[src/rtl/ctrl_pipe_pkg.sv]
// Shared encodings and stage-bundle types for the control pipeline.
// Register addresses and ALUControl stay outside the structs so their widths follow module parameters.
package pipe_ctrl_pkg;

    typedef enum logic [1:0] {
        RES_ALU = 2'b00,
        RES_MEM = 2'b01,
        RES_PC4 = 2'b10
    } res_src_e;

    typedef enum logic [1:0] {
        FWD_RF = 2'b00,
        FWD_W  = 2'b01,
        FWD_M  = 2'b10
    } fwd_e;

    typedef struct packed {
        logic       reg_write;
        logic [1:0] result_src;
        logic       mem_write;
        logic       jump;
        logic       branch;
        logic       alu_src;
    } ctrl_e_t;

    typedef struct packed {
        logic       reg_write;
        logic [1:0] result_src;
        logic       mem_write;
    } ctrl_m_t;

    typedef struct packed {
        logic       reg_write;
        logic [1:0] result_src;
    } ctrl_w_t;

endpackage

[src/rtl/ctrl_pipe_if.sv]
// Decode-control inputs and pipeline/hazard outputs of ctrl_pipe, bundled as one interface.
interface ctrl_pipe_if #(
    parameter int unsigned REG_ADDR_W = 5,
    parameter int unsigned ALUCTRL_W  = 3
);
    logic                  RegWriteD, MemWriteD, JumpD, BranchD, ALUSrcD;
    logic [1:0]            ResultSrcD;
    logic [ALUCTRL_W-1:0]  ALUControlD;
    logic [REG_ADDR_W-1:0] Rs1D, Rs2D, RdD;
    logic                  ZeroE;

    logic [ALUCTRL_W-1:0]  ALUControlE;
    logic                  ALUSrcE;
    logic                  PCSrcE;
    logic                  MemWriteM, RegWriteM;
    logic [REG_ADDR_W-1:0] RdM;
    logic                  RegWriteW;
    logic [1:0]            ResultSrcW;
    logic [REG_ADDR_W-1:0] RdW;
    logic [1:0]            ForwardAE, ForwardBE;
    logic                  StallF, StallD, FlushD, FlushE;

    modport slave (
        input  RegWriteD, MemWriteD, JumpD, BranchD, ALUSrcD, ResultSrcD,
               ALUControlD, Rs1D, Rs2D, RdD, ZeroE,
        output ALUControlE, ALUSrcE, PCSrcE, MemWriteM, RegWriteM, RdM,
               RegWriteW, ResultSrcW, RdW, ForwardAE, ForwardBE,
               StallF, StallD, FlushD, FlushE
    );

    modport master (
        output RegWriteD, MemWriteD, JumpD, BranchD, ALUSrcD, ResultSrcD,
               ALUControlD, Rs1D, Rs2D, RdD, ZeroE,
        input  ALUControlE, ALUSrcE, PCSrcE, MemWriteM, RegWriteM, RdM,
               RegWriteW, ResultSrcW, RdW, ForwardAE, ForwardBE,
               StallF, StallD, FlushD, FlushE
    );
endinterface

[src/rtl/ctrl_pipe_hazard_unit.sv]
// Combinational hazard resolution: operand forwarding, load-use stall and branch/jump flush.
module hazard_unit
    import pipe_ctrl_pkg::*;
#(
    parameter int unsigned REG_ADDR_W = 5
) (
    input  logic [REG_ADDR_W-1:0] rs1_d,
    input  logic [REG_ADDR_W-1:0] rs2_d,
    input  logic [REG_ADDR_W-1:0] rs1_e,
    input  logic [REG_ADDR_W-1:0] rs2_e,
    input  logic [REG_ADDR_W-1:0] rd_e,
    input  logic [1:0]            result_src_e,
    input  logic                  pcsrc_e,
    input  logic                  reg_write_m,
    input  logic [REG_ADDR_W-1:0] rd_m,
    input  logic                  reg_write_w,
    input  logic [REG_ADDR_W-1:0] rd_w,
    output logic [1:0]            forward_ae,
    output logic [1:0]            forward_be,
    output logic                  stall_f,
    output logic                  stall_d,
    output logic                  flush_d,
    output logic                  flush_e
);
    fwd_e fwd_a, fwd_b;
    logic lw_stall;

    // MEM result is younger than WB, so it wins when both match.
    always_comb begin
        fwd_a = FWD_RF;
        if (rs1_e != '0 && reg_write_m && rd_m == rs1_e)
            fwd_a = FWD_M;
        else if (rs1_e != '0 && reg_write_w && rd_w == rs1_e)
            fwd_a = FWD_W;

        fwd_b = FWD_RF;
        if (rs2_e != '0 && reg_write_m && rd_m == rs2_e)
            fwd_b = FWD_M;
        else if (rs2_e != '0 && reg_write_w && rd_w == rs2_e)
            fwd_b = FWD_W;
    end

    assign forward_ae = fwd_a;
    assign forward_be = fwd_b;

    // A taken branch squashes the dependent instruction anyway, so it cancels the stall.
    assign lw_stall = (result_src_e == RES_MEM) && (rd_e != '0)
                   && ((rd_e == rs1_d) || (rd_e == rs2_d)) && !pcsrc_e;

    assign stall_f = lw_stall;
    assign stall_d = lw_stall;
    assign flush_d = pcsrc_e;
    assign flush_e = lw_stall | pcsrc_e;

endmodule

[src/rtl/ctrl_pipe.sv]
// Decode control carried through ID/EX, EX/MEM and MEM/WB, with hazard outputs for the datapath.
module ctrl_pipe
    import pipe_ctrl_pkg::*;
#(
    parameter int unsigned REG_ADDR_W = 5,
    parameter int unsigned ALUCTRL_W  = 3
) (
    input  logic        clk,
    input  logic        reset_n,
    ctrl_pipe_if.slave  pipe
);
    ctrl_e_t               ctrl_d, ctrl_e;
    logic [ALUCTRL_W-1:0]  alu_control_e;
    logic [REG_ADDR_W-1:0] rs1_e, rs2_e, rd_e;
    ctrl_m_t               ctrl_m;
    logic [REG_ADDR_W-1:0] rd_m;
    ctrl_w_t               ctrl_w;
    logic [REG_ADDR_W-1:0] rd_w;
    logic                  pcsrc_e;
    logic                  flush_e;

    assign ctrl_d = '{reg_write:  pipe.RegWriteD,
                      result_src: pipe.ResultSrcD,
                      mem_write:  pipe.MemWriteD,
                      jump:       pipe.JumpD,
                      branch:     pipe.BranchD,
                      alu_src:    pipe.ALUSrcD};

    always_ff @(posedge clk or negedge reset_n) begin
        if (!reset_n) begin
            ctrl_e        <= '0;
            alu_control_e <= '0;
            rs1_e         <= '0;
            rs2_e         <= '0;
            rd_e          <= '0;
        end else if (flush_e) begin
            ctrl_e        <= '0;
            alu_control_e <= '0;
            rs1_e         <= '0;
            rs2_e         <= '0;
            rd_e          <= '0;
        end else begin
            ctrl_e        <= ctrl_d;
            alu_control_e <= pipe.ALUControlD;
            rs1_e         <= pipe.Rs1D;
            rs2_e         <= pipe.Rs2D;
            rd_e          <= pipe.RdD;
        end
    end

    always_ff @(posedge clk or negedge reset_n) begin
        if (!reset_n) begin
            ctrl_m <= '0;
            rd_m   <= '0;
            ctrl_w <= '0;
            rd_w   <= '0;
        end else begin
            ctrl_m <= '{reg_write:  ctrl_e.reg_write,
                        result_src: ctrl_e.result_src,
                        mem_write:  ctrl_e.mem_write};
            rd_m   <= rd_e;
            ctrl_w <= '{reg_write:  ctrl_m.reg_write,
                        result_src: ctrl_m.result_src};
            rd_w   <= rd_m;
        end
    end

    assign pcsrc_e = (ctrl_e.branch & pipe.ZeroE) | ctrl_e.jump;

    hazard_unit #(
        .REG_ADDR_W (REG_ADDR_W)
    ) u_hazard (
        .rs1_d        (pipe.Rs1D),
        .rs2_d        (pipe.Rs2D),
        .rs1_e        (rs1_e),
        .rs2_e        (rs2_e),
        .rd_e         (rd_e),
        .result_src_e (ctrl_e.result_src),
        .pcsrc_e      (pcsrc_e),
        .reg_write_m  (ctrl_m.reg_write),
        .rd_m         (rd_m),
        .reg_write_w  (ctrl_w.reg_write),
        .rd_w         (rd_w),
        .forward_ae   (pipe.ForwardAE),
        .forward_be   (pipe.ForwardBE),
        .stall_f      (pipe.StallF),
        .stall_d      (pipe.StallD),
        .flush_d      (pipe.FlushD),
        .flush_e      (flush_e)
    );

    assign pipe.FlushE      = flush_e;
    assign pipe.PCSrcE      = pcsrc_e;
    assign pipe.ALUControlE = alu_control_e;
    assign pipe.ALUSrcE     = ctrl_e.alu_src;
    assign pipe.MemWriteM   = ctrl_m.mem_write;
    assign pipe.RegWriteM   = ctrl_m.reg_write;
    assign pipe.RdM         = rd_m;
    assign pipe.RegWriteW   = ctrl_w.reg_write;
    assign pipe.ResultSrcW  = ctrl_w.result_src;
    assign pipe.RdW         = rd_w;

endmodule

[src/flat_wrapper.sv]
// flat-port wrapper written by rule: the top's interface ports become plain ports
module ctrl_pipe_flat import pipe_ctrl_pkg::*;
#(
    parameter int unsigned REG_ADDR_W = 5,
    parameter int unsigned ALUCTRL_W  = 3
)
  (clk, reset_n, pipe_RegWriteD, pipe_MemWriteD, pipe_JumpD, pipe_BranchD, pipe_ALUSrcD, pipe_ResultSrcD, pipe_ALUControlD, pipe_Rs1D, pipe_Rs2D, pipe_RdD, pipe_ZeroE, pipe_ALUControlE, pipe_ALUSrcE, pipe_PCSrcE, pipe_MemWriteM, pipe_RegWriteM, pipe_RdM, pipe_RegWriteW, pipe_ResultSrcW, pipe_RdW, pipe_ForwardAE, pipe_ForwardBE, pipe_StallF, pipe_StallD, pipe_FlushD, pipe_FlushE);
  ctrl_pipe_if #(.REG_ADDR_W(REG_ADDR_W), .ALUCTRL_W(ALUCTRL_W)) pipe_i ();
  input  logic clk;
  input  logic reset_n;
  input wire logic [$bits(pipe_i.RegWriteD)-1:0] pipe_RegWriteD;
  input wire logic [$bits(pipe_i.MemWriteD)-1:0] pipe_MemWriteD;
  input wire logic [$bits(pipe_i.JumpD)-1:0] pipe_JumpD;
  input wire logic [$bits(pipe_i.BranchD)-1:0] pipe_BranchD;
  input wire logic [$bits(pipe_i.ALUSrcD)-1:0] pipe_ALUSrcD;
  input wire logic [$bits(pipe_i.ResultSrcD)-1:0] pipe_ResultSrcD;
  input wire logic [$bits(pipe_i.ALUControlD)-1:0] pipe_ALUControlD;
  input wire logic [$bits(pipe_i.Rs1D)-1:0] pipe_Rs1D;
  input wire logic [$bits(pipe_i.Rs2D)-1:0] pipe_Rs2D;
  input wire logic [$bits(pipe_i.RdD)-1:0] pipe_RdD;
  input wire logic [$bits(pipe_i.ZeroE)-1:0] pipe_ZeroE;
  output wire logic [$bits(pipe_i.ALUControlE)-1:0] pipe_ALUControlE;
  output wire logic [$bits(pipe_i.ALUSrcE)-1:0] pipe_ALUSrcE;
  output wire logic [$bits(pipe_i.PCSrcE)-1:0] pipe_PCSrcE;
  output wire logic [$bits(pipe_i.MemWriteM)-1:0] pipe_MemWriteM;
  output wire logic [$bits(pipe_i.RegWriteM)-1:0] pipe_RegWriteM;
  output wire logic [$bits(pipe_i.RdM)-1:0] pipe_RdM;
  output wire logic [$bits(pipe_i.RegWriteW)-1:0] pipe_RegWriteW;
  output wire logic [$bits(pipe_i.ResultSrcW)-1:0] pipe_ResultSrcW;
  output wire logic [$bits(pipe_i.RdW)-1:0] pipe_RdW;
  output wire logic [$bits(pipe_i.ForwardAE)-1:0] pipe_ForwardAE;
  output wire logic [$bits(pipe_i.ForwardBE)-1:0] pipe_ForwardBE;
  output wire logic [$bits(pipe_i.StallF)-1:0] pipe_StallF;
  output wire logic [$bits(pipe_i.StallD)-1:0] pipe_StallD;
  output wire logic [$bits(pipe_i.FlushD)-1:0] pipe_FlushD;
  output wire logic [$bits(pipe_i.FlushE)-1:0] pipe_FlushE;
  assign pipe_i.RegWriteD = pipe_RegWriteD;
  assign pipe_i.MemWriteD = pipe_MemWriteD;
  assign pipe_i.JumpD = pipe_JumpD;
  assign pipe_i.BranchD = pipe_BranchD;
  assign pipe_i.ALUSrcD = pipe_ALUSrcD;
  assign pipe_i.ResultSrcD = pipe_ResultSrcD;
  assign pipe_i.ALUControlD = pipe_ALUControlD;
  assign pipe_i.Rs1D = pipe_Rs1D;
  assign pipe_i.Rs2D = pipe_Rs2D;
  assign pipe_i.RdD = pipe_RdD;
  assign pipe_i.ZeroE = pipe_ZeroE;
  assign pipe_ALUControlE = pipe_i.ALUControlE;
  assign pipe_ALUSrcE = pipe_i.ALUSrcE;
  assign pipe_PCSrcE = pipe_i.PCSrcE;
  assign pipe_MemWriteM = pipe_i.MemWriteM;
  assign pipe_RegWriteM = pipe_i.RegWriteM;
  assign pipe_RdM = pipe_i.RdM;
  assign pipe_RegWriteW = pipe_i.RegWriteW;
  assign pipe_ResultSrcW = pipe_i.ResultSrcW;
  assign pipe_RdW = pipe_i.RdW;
  assign pipe_ForwardAE = pipe_i.ForwardAE;
  assign pipe_ForwardBE = pipe_i.ForwardBE;
  assign pipe_StallF = pipe_i.StallF;
  assign pipe_StallD = pipe_i.StallD;
  assign pipe_FlushD = pipe_i.FlushD;
  assign pipe_FlushE = pipe_i.FlushE;
  ctrl_pipe #(.REG_ADDR_W(REG_ADDR_W), .ALUCTRL_W(ALUCTRL_W)) u_core (.clk(clk), .reset_n(reset_n), .pipe(pipe_i));
endmodule
[config.mk]
export PLATFORM = sky130hd
export DESIGN_NAME = ctrl_pipe_flat
export DESIGN_NICKNAME = d
export VERILOG_FILES = /design/src/rtl/ctrl_pipe_pkg.sv /design/src/rtl/ctrl_pipe_if.sv /design/src/rtl/ctrl_pipe_hazard_unit.sv /design/src/rtl/ctrl_pipe.sv /design/src/flat_wrapper.sv
export SDC_FILE = /design/constraint.sdc
export NUM_CORES = 1
export LEC_CHECK = 0
export BUFFER_PORTS_ARGS = -buffer_cell sky130_fd_sc_hd__buf_2
export CAP_MARGIN = 10
export CORE_MARGIN = 2
export CORE_UTILIZATION = 50
export DETAILED_ROUTE_END_ITERATION = 16
export PLACE_DENSITY = 0.78
export SLEW_MARGIN = 0
export SYNTH_ARGS = -nofsm -noshare
export SYNTH_HDL_FRONTEND = slang
export SYNTH_SLANG_ARGS = --single-unit
[constraint.sdc]
create_clock -name clk -period 2.1 [get_ports clk]
set_clock_uncertainty 0.15 [all_clocks]
set_input_delay 0.21 -clock clk [delete_from_list [all_inputs] [get_ports clk]]
set_output_delay 0.21 -clock clk [all_outputs]
set_load 0.01 [all_outputs]
# [Word-level counts from Yosys, hierarchy flattened]
# Index checks and enable logic that the tools add are counted.
[op_classes] eq_ne=7 mux=9 n_bitwise=3 reduce_logical=16
[op_table] cell="5-bit equality test" n=6
[op_table] cell="5-bit two-way mux" n=3
[op_table] cell="5-bit nonzero test" n=3
[op_table] cell="1-bit logical AND" n=11
[op_table] cell="7-bit two-way mux" n=1
[op_table] cell="2-bit two-way mux" n=2
[op_table] cell="3-bit two-way mux" n=1
[op_table] cell="2-bit by 1-bit equality test with 1-bit output (second input constant)" n=1
[op_table] cell="1-bit two-way mux" n=2
[op_table] cell="1-bit bitwise OR" n=2
[op_table] cell="1-bit bitwise AND" n=1
[op_table] cell="1-bit zero test" n=1
[op_table] cell="1-bit logical OR" n=1
[word_totals] reg_bits=42 in_bits=28 word_cells=52

# [Logic depth before layout (Yosys ltp)]
[depth] ltp_word=6 mapped_depth=5 depth_no_buf=4

# [Modules after synthesis]
# A second synthesis with hierarchy kept.
[hier_totals] hier_cells=126 area_unflattened_um2=1692.9
[by_module_without_submodules] module="ctrl_pipe" n_inst=1 cells_per_inst=70 area_each_um2=1231.2 seq_area_each_um2=1051.0
[by_module_without_submodules] module="hazard_unit" n_inst=1 cells_per_inst=56 area_each_um2=461.7 seq_area_each_um2=0.0

# [Least setup slack after synthesis]
# No wires, ideal clock.
[synth_timing] path_kind="register to output" start="register u_core.rs2_e[1]" end="output port pipe_ForwardBE[0]" arrival_time_ns=1.574 setup_slack_ns=0.166 path_stages_with_launch=5 n_path_buf=0 path_cell_list="dfrtp_1 or4_1 nor2_1 nor4_1 nor4_1"
[synth_via] elab_chain_len=5
[synth_lines] item="start, declared" line_no="ctrl_pipe.sv:14" source="logic [REG_ADDR_W-1:0] rs1_e, rs2_e, rd_e;"
[synth_lines] item="start signal, assigned" line_no="ctrl_pipe.sv:46" source="rs2_e <= pipe.Rs2D;"
[synth_lines] item="5-bit nonzero test" line_no="ctrl_pipe_hazard_unit.sv:37, ctrl_pipe_hazard_unit.sv:39"
[synth_lines] item="1-bit logical AND (2 in series)" line_no="ctrl_pipe_hazard_unit.sv:39" source="else if (rs2_e != '0 && reg_write_w && rd_w == rs2_e)"
[synth_lines] item="1-bit two-way mux" line_no="ctrl_pipe_hazard_unit.sv:39"
[synth_lines] item="2-bit two-way mux *" line_no="ctrl_pipe_hazard_unit.sv:37" source="if (rs2_e != '0 && reg_write_m && rd_m == rs2_e)"
[synth_lines] item="end, declared" line_no="flat_wrapper.sv:32" source="output wire logic [$bits(pipe_i.ForwardBE)-1:0] pipe_ForwardBE;"
# Every way passes the cells marked *; elsewhere a longest branch is shown, timed or not.

# [Worst setup path after layout]
[layout_timing] start="register u_core.rs2_e[2]" end="output port pipe_ForwardBE[0]"
# The elaborated chain is that of the path after synthesis.

==> results.toml <==
[outcome]
status = "finished, violations left"
violations = "setup timing"

[grt]
first_global_vias = 1467
grt_max_degree = 43
track_usage_pct = 21.19
grt_pass1_wl_um = 6693
antenna_found_initial = 0
grt-ovfl-total = 0

[sta]
tightest_slew_ps = 887.3
post-route-min-period_ps = 2279
finalMaxSlewViolations = 0
slew_headroom_pct = 40.85
period_share_pct = 108.5
hold_viol = 0
fin_ws_ps = -178.6
rsz0062_at_grt = "true"
fmax_mhz = 438.9
setup-violations-final = 2

[clock_tree]
cts-htree-levels = 2
cts_tree = "yes"
cts_root_buffer = "clkbuf_8"
clock_latency_ps = 300
cts_made_buffers = 5
clockBufferDepth = 2
clock-sinks = 42
clkTransAtPathRegs_ps = 80

[yosys]
ys_seq_area_share_pct = 57.22
netlist_area_mm2 = 0.001837
synth.yosys.warnings = 0
synth_top_family_by_area = "XOR/XNOR gates"
yosys.area.top_type = "dfrtp_1"
postSynthAreaPerCell_um2 = 11.63
synth_xor_area_share_pct = 14.31
synth.area.top_cells = "dfrtp_1, xnor2_1, a21oi_2"
synth-main-ff-cell = "dfrtp_1"
synth-simple-area-share_pct = 11.65
async_reset_ff_share_pct = 100.0
synth_seq_cells = 42
syn_inst = 158
yosysTopAreaCellShare_pct = 57.22
synth_fa_ha_area_share_pct = 0
syn-num-nets = 186
synth_most_common_cell = "dfrtp_1"
synth_compound_gate_area_share_pct = 13.35
synthMuxAreaShare_pct = 0
netlist_top_cells_count = "dfrtp_1, nand2_1, xnor2_1"
synth_edf_count = 0
yosysUniqueCellTypes = 22

[setup_path]
cp.arrival_ps = 1920
critical_path_class = "reg2out"
rr_worst_depth = 3
endpoint_kind = "output pin"
cp_top_family = "simple AND/OR/NAND/NOR gates"
worst_ep_required_time_ps = 1740
slowest_delay_ps = 550
cp_cell_sequence = "or4_4, nor2_4, nor4_4, nor4_2, buf_2"
cp_max_fo = 2
critPathSlowestCell = "or4_4"
path_buf_inv = 1
setup.worst_path.start_class = "register"
cp.depth = 5

[worst_hold_path]
hp-class = "in2reg"
hold_depth = 3

[detailed_routing]
drc_errors = 0
vias = 1495
wirelength_um = 4375
ant_nets = 0
wl_per_cell_um = 14.83
vias_per_cell = 5.068
drt_iter0_drc = 42
dr.pass1.iters = 4

[die]
std_cell_rows = 22
start_util_pct = 50.94
die_w_um = 64.61
die_area_mm2 = 0.004174
die_h_um = 64.61
io-pin-count = 56
core_area_mm2 = 0.003606

[cells_and_area]
area_delta_synth_final_pct = 44.48
fin_util_pct = 73.59
layout.nets = 274
stdcell_count = 295
drive_gt1_share_pct = 49.39
num_antenna_cells = 0

[power]
pwr-share-clk_pct = 29.3
seqPwrFrac_pct = 45.8
vdd_drop_max_mv = 0.5711
p_per_area_mw_per_mm2 = 800.7
p_comb_share_pct = 25.0
swShare_pct = 29.46
p_leak_nw = 1.242
power.internal_mw = 1.499
switching_power_mw = 0.6259

[flow_run]
cap_violations = 0

[placement]
place_hpwl_um = 2703
place_congestion = 0.7728
io_buffer_count = 55
placed_cells = 256
==> placed cells by master (no fill, tap or decap), types with 4 or more instances in the layout <==
cell type | synthesis | routed
xnor2_1 | 26 | 21
dfrtp_1 | 42 | 40
a21oi_2 | 20 | 21
buf_2 | 0 | 55
a21oi_1 | 6 | 5
nand4_1 | 4 | 4
buf_4 | 4 | 17
nand2_1 | 29 | 29
xor2_1 | 4 | 4
xnor2_2 | 0 | 5
clkbuf_8 | 0 | 5
dlygate4sd3_1 | 0 | 17
==> power by group through the flow <==
| stage | registers [mW] | logic [mW] | clock network (mW) |
|---|---|---|---|
| final | 0.973 | 0.530 | 0.622 |
| after global routing | 0.983 | 0.578 | 0.677 |
| after detailed placement | 0.987 | 0.397 | 0 |
| after global placement | 0.983 | 0.391 | 0 |
| after CTS | 0.970 | 0.450 | 0.629 |
| after floorplan | 0.987 | 0.255 | 0 |
==> final timing paths <==
kind                            slack, ps              from                          to
worst max-delay path                 -180   u_core.rs2_e[2]           pipe_ForwardBE[0]
worst min-delay path                    5      pipe_Rs1D[1]             u_core.rs1_e[1]
worst max register to register        270    u_core.rd_e[0]             u_core.rs1_e[2]
worst min register to register        200  u_core.ctrl_m[1]   u_core.pipe.ResultSrcW[0]
max in group asynchronous             770           reset_n              u_core.rd_e[0]
min in group asynchronous             420           reset_n  u_core.pipe.ALUControlE[2]
==> routing by layer <==
layer,up-vias,routed length [µm],track usage [%]
met5,-,0,0
met3,8,190,4.340
li1,702,-,-
met1,735,1705,25.78
met4,0,59,6.383
met2,50,2420,37.89
==> cell families after synthesis <==
group,after synthesis
AOI/OAI and AO/OA,31
xor gates and xnor gates,30
buffers and inverters,9
DFF,42
and+or+nand+nor,46
==> flip-flops by register name, indices dropped and copies added, names as in the netlist, 2 cells and up <==
register	flops
u_core.pipe.ALUControlE	3
u_core.pipe.RdW	5
u_core.pipe.ResultSrcW	2
u_core.pipe.RdM	5
u_core.rs2_e	5
u_core.ctrl_e	6
u_core.rs1_e	5
u_core.rd_e	5
u_core.ctrl_m	2
==> metrics by stage <==
stage	hold WS [ps]	power [mW]	instance area, µm²	worst slack [ps]	TNS, ps
floorplan	-235.6	1.242	1837	165.9	0
global route	-0.1540	2.238	2654	-231.3	-576.0
finish	4.951	2.125	2654	-178.6	-275.1
global placement	181.6	1.374	2145	217.7	0
detailed placement	184.7	1.384	2145	168.8	0
CTS	1.608	2.048	2481	-108.4	-192.1
==> final cells by class <==
class / instances / area [µm²]
Timing Repair Buffer: 89 / 573.1
Fill cell: 255 / 952.2
Sequential cell: 42 / 1054
Clock buffer: 5 / 68.82
Clock inverter: 3 / 40.04
Inverter: 1 / 3.754
Multi-Input combinational cell: 107 / 854.6
Tap cell: 48 / 60.06
==> worst register-to-register path, delay by kind of cell, from the launching register on <==
kind,cells,cell delay (ps)
AO/OA/AOI/OAI,2,560
flip-flops,1,460
AND/OR/NAND/NOR,1,580
==> repair_timing <==
action	in CTS	in global routing
resized for setup	6	19
endpoints found under the setup margin	5	5
hold buffers	17	0
endpoints found under the hold margin	58	0
pin swaps	1	17
setup buffers	5	9
gates cloned	0	0
(Power assumes the default switching activity.)
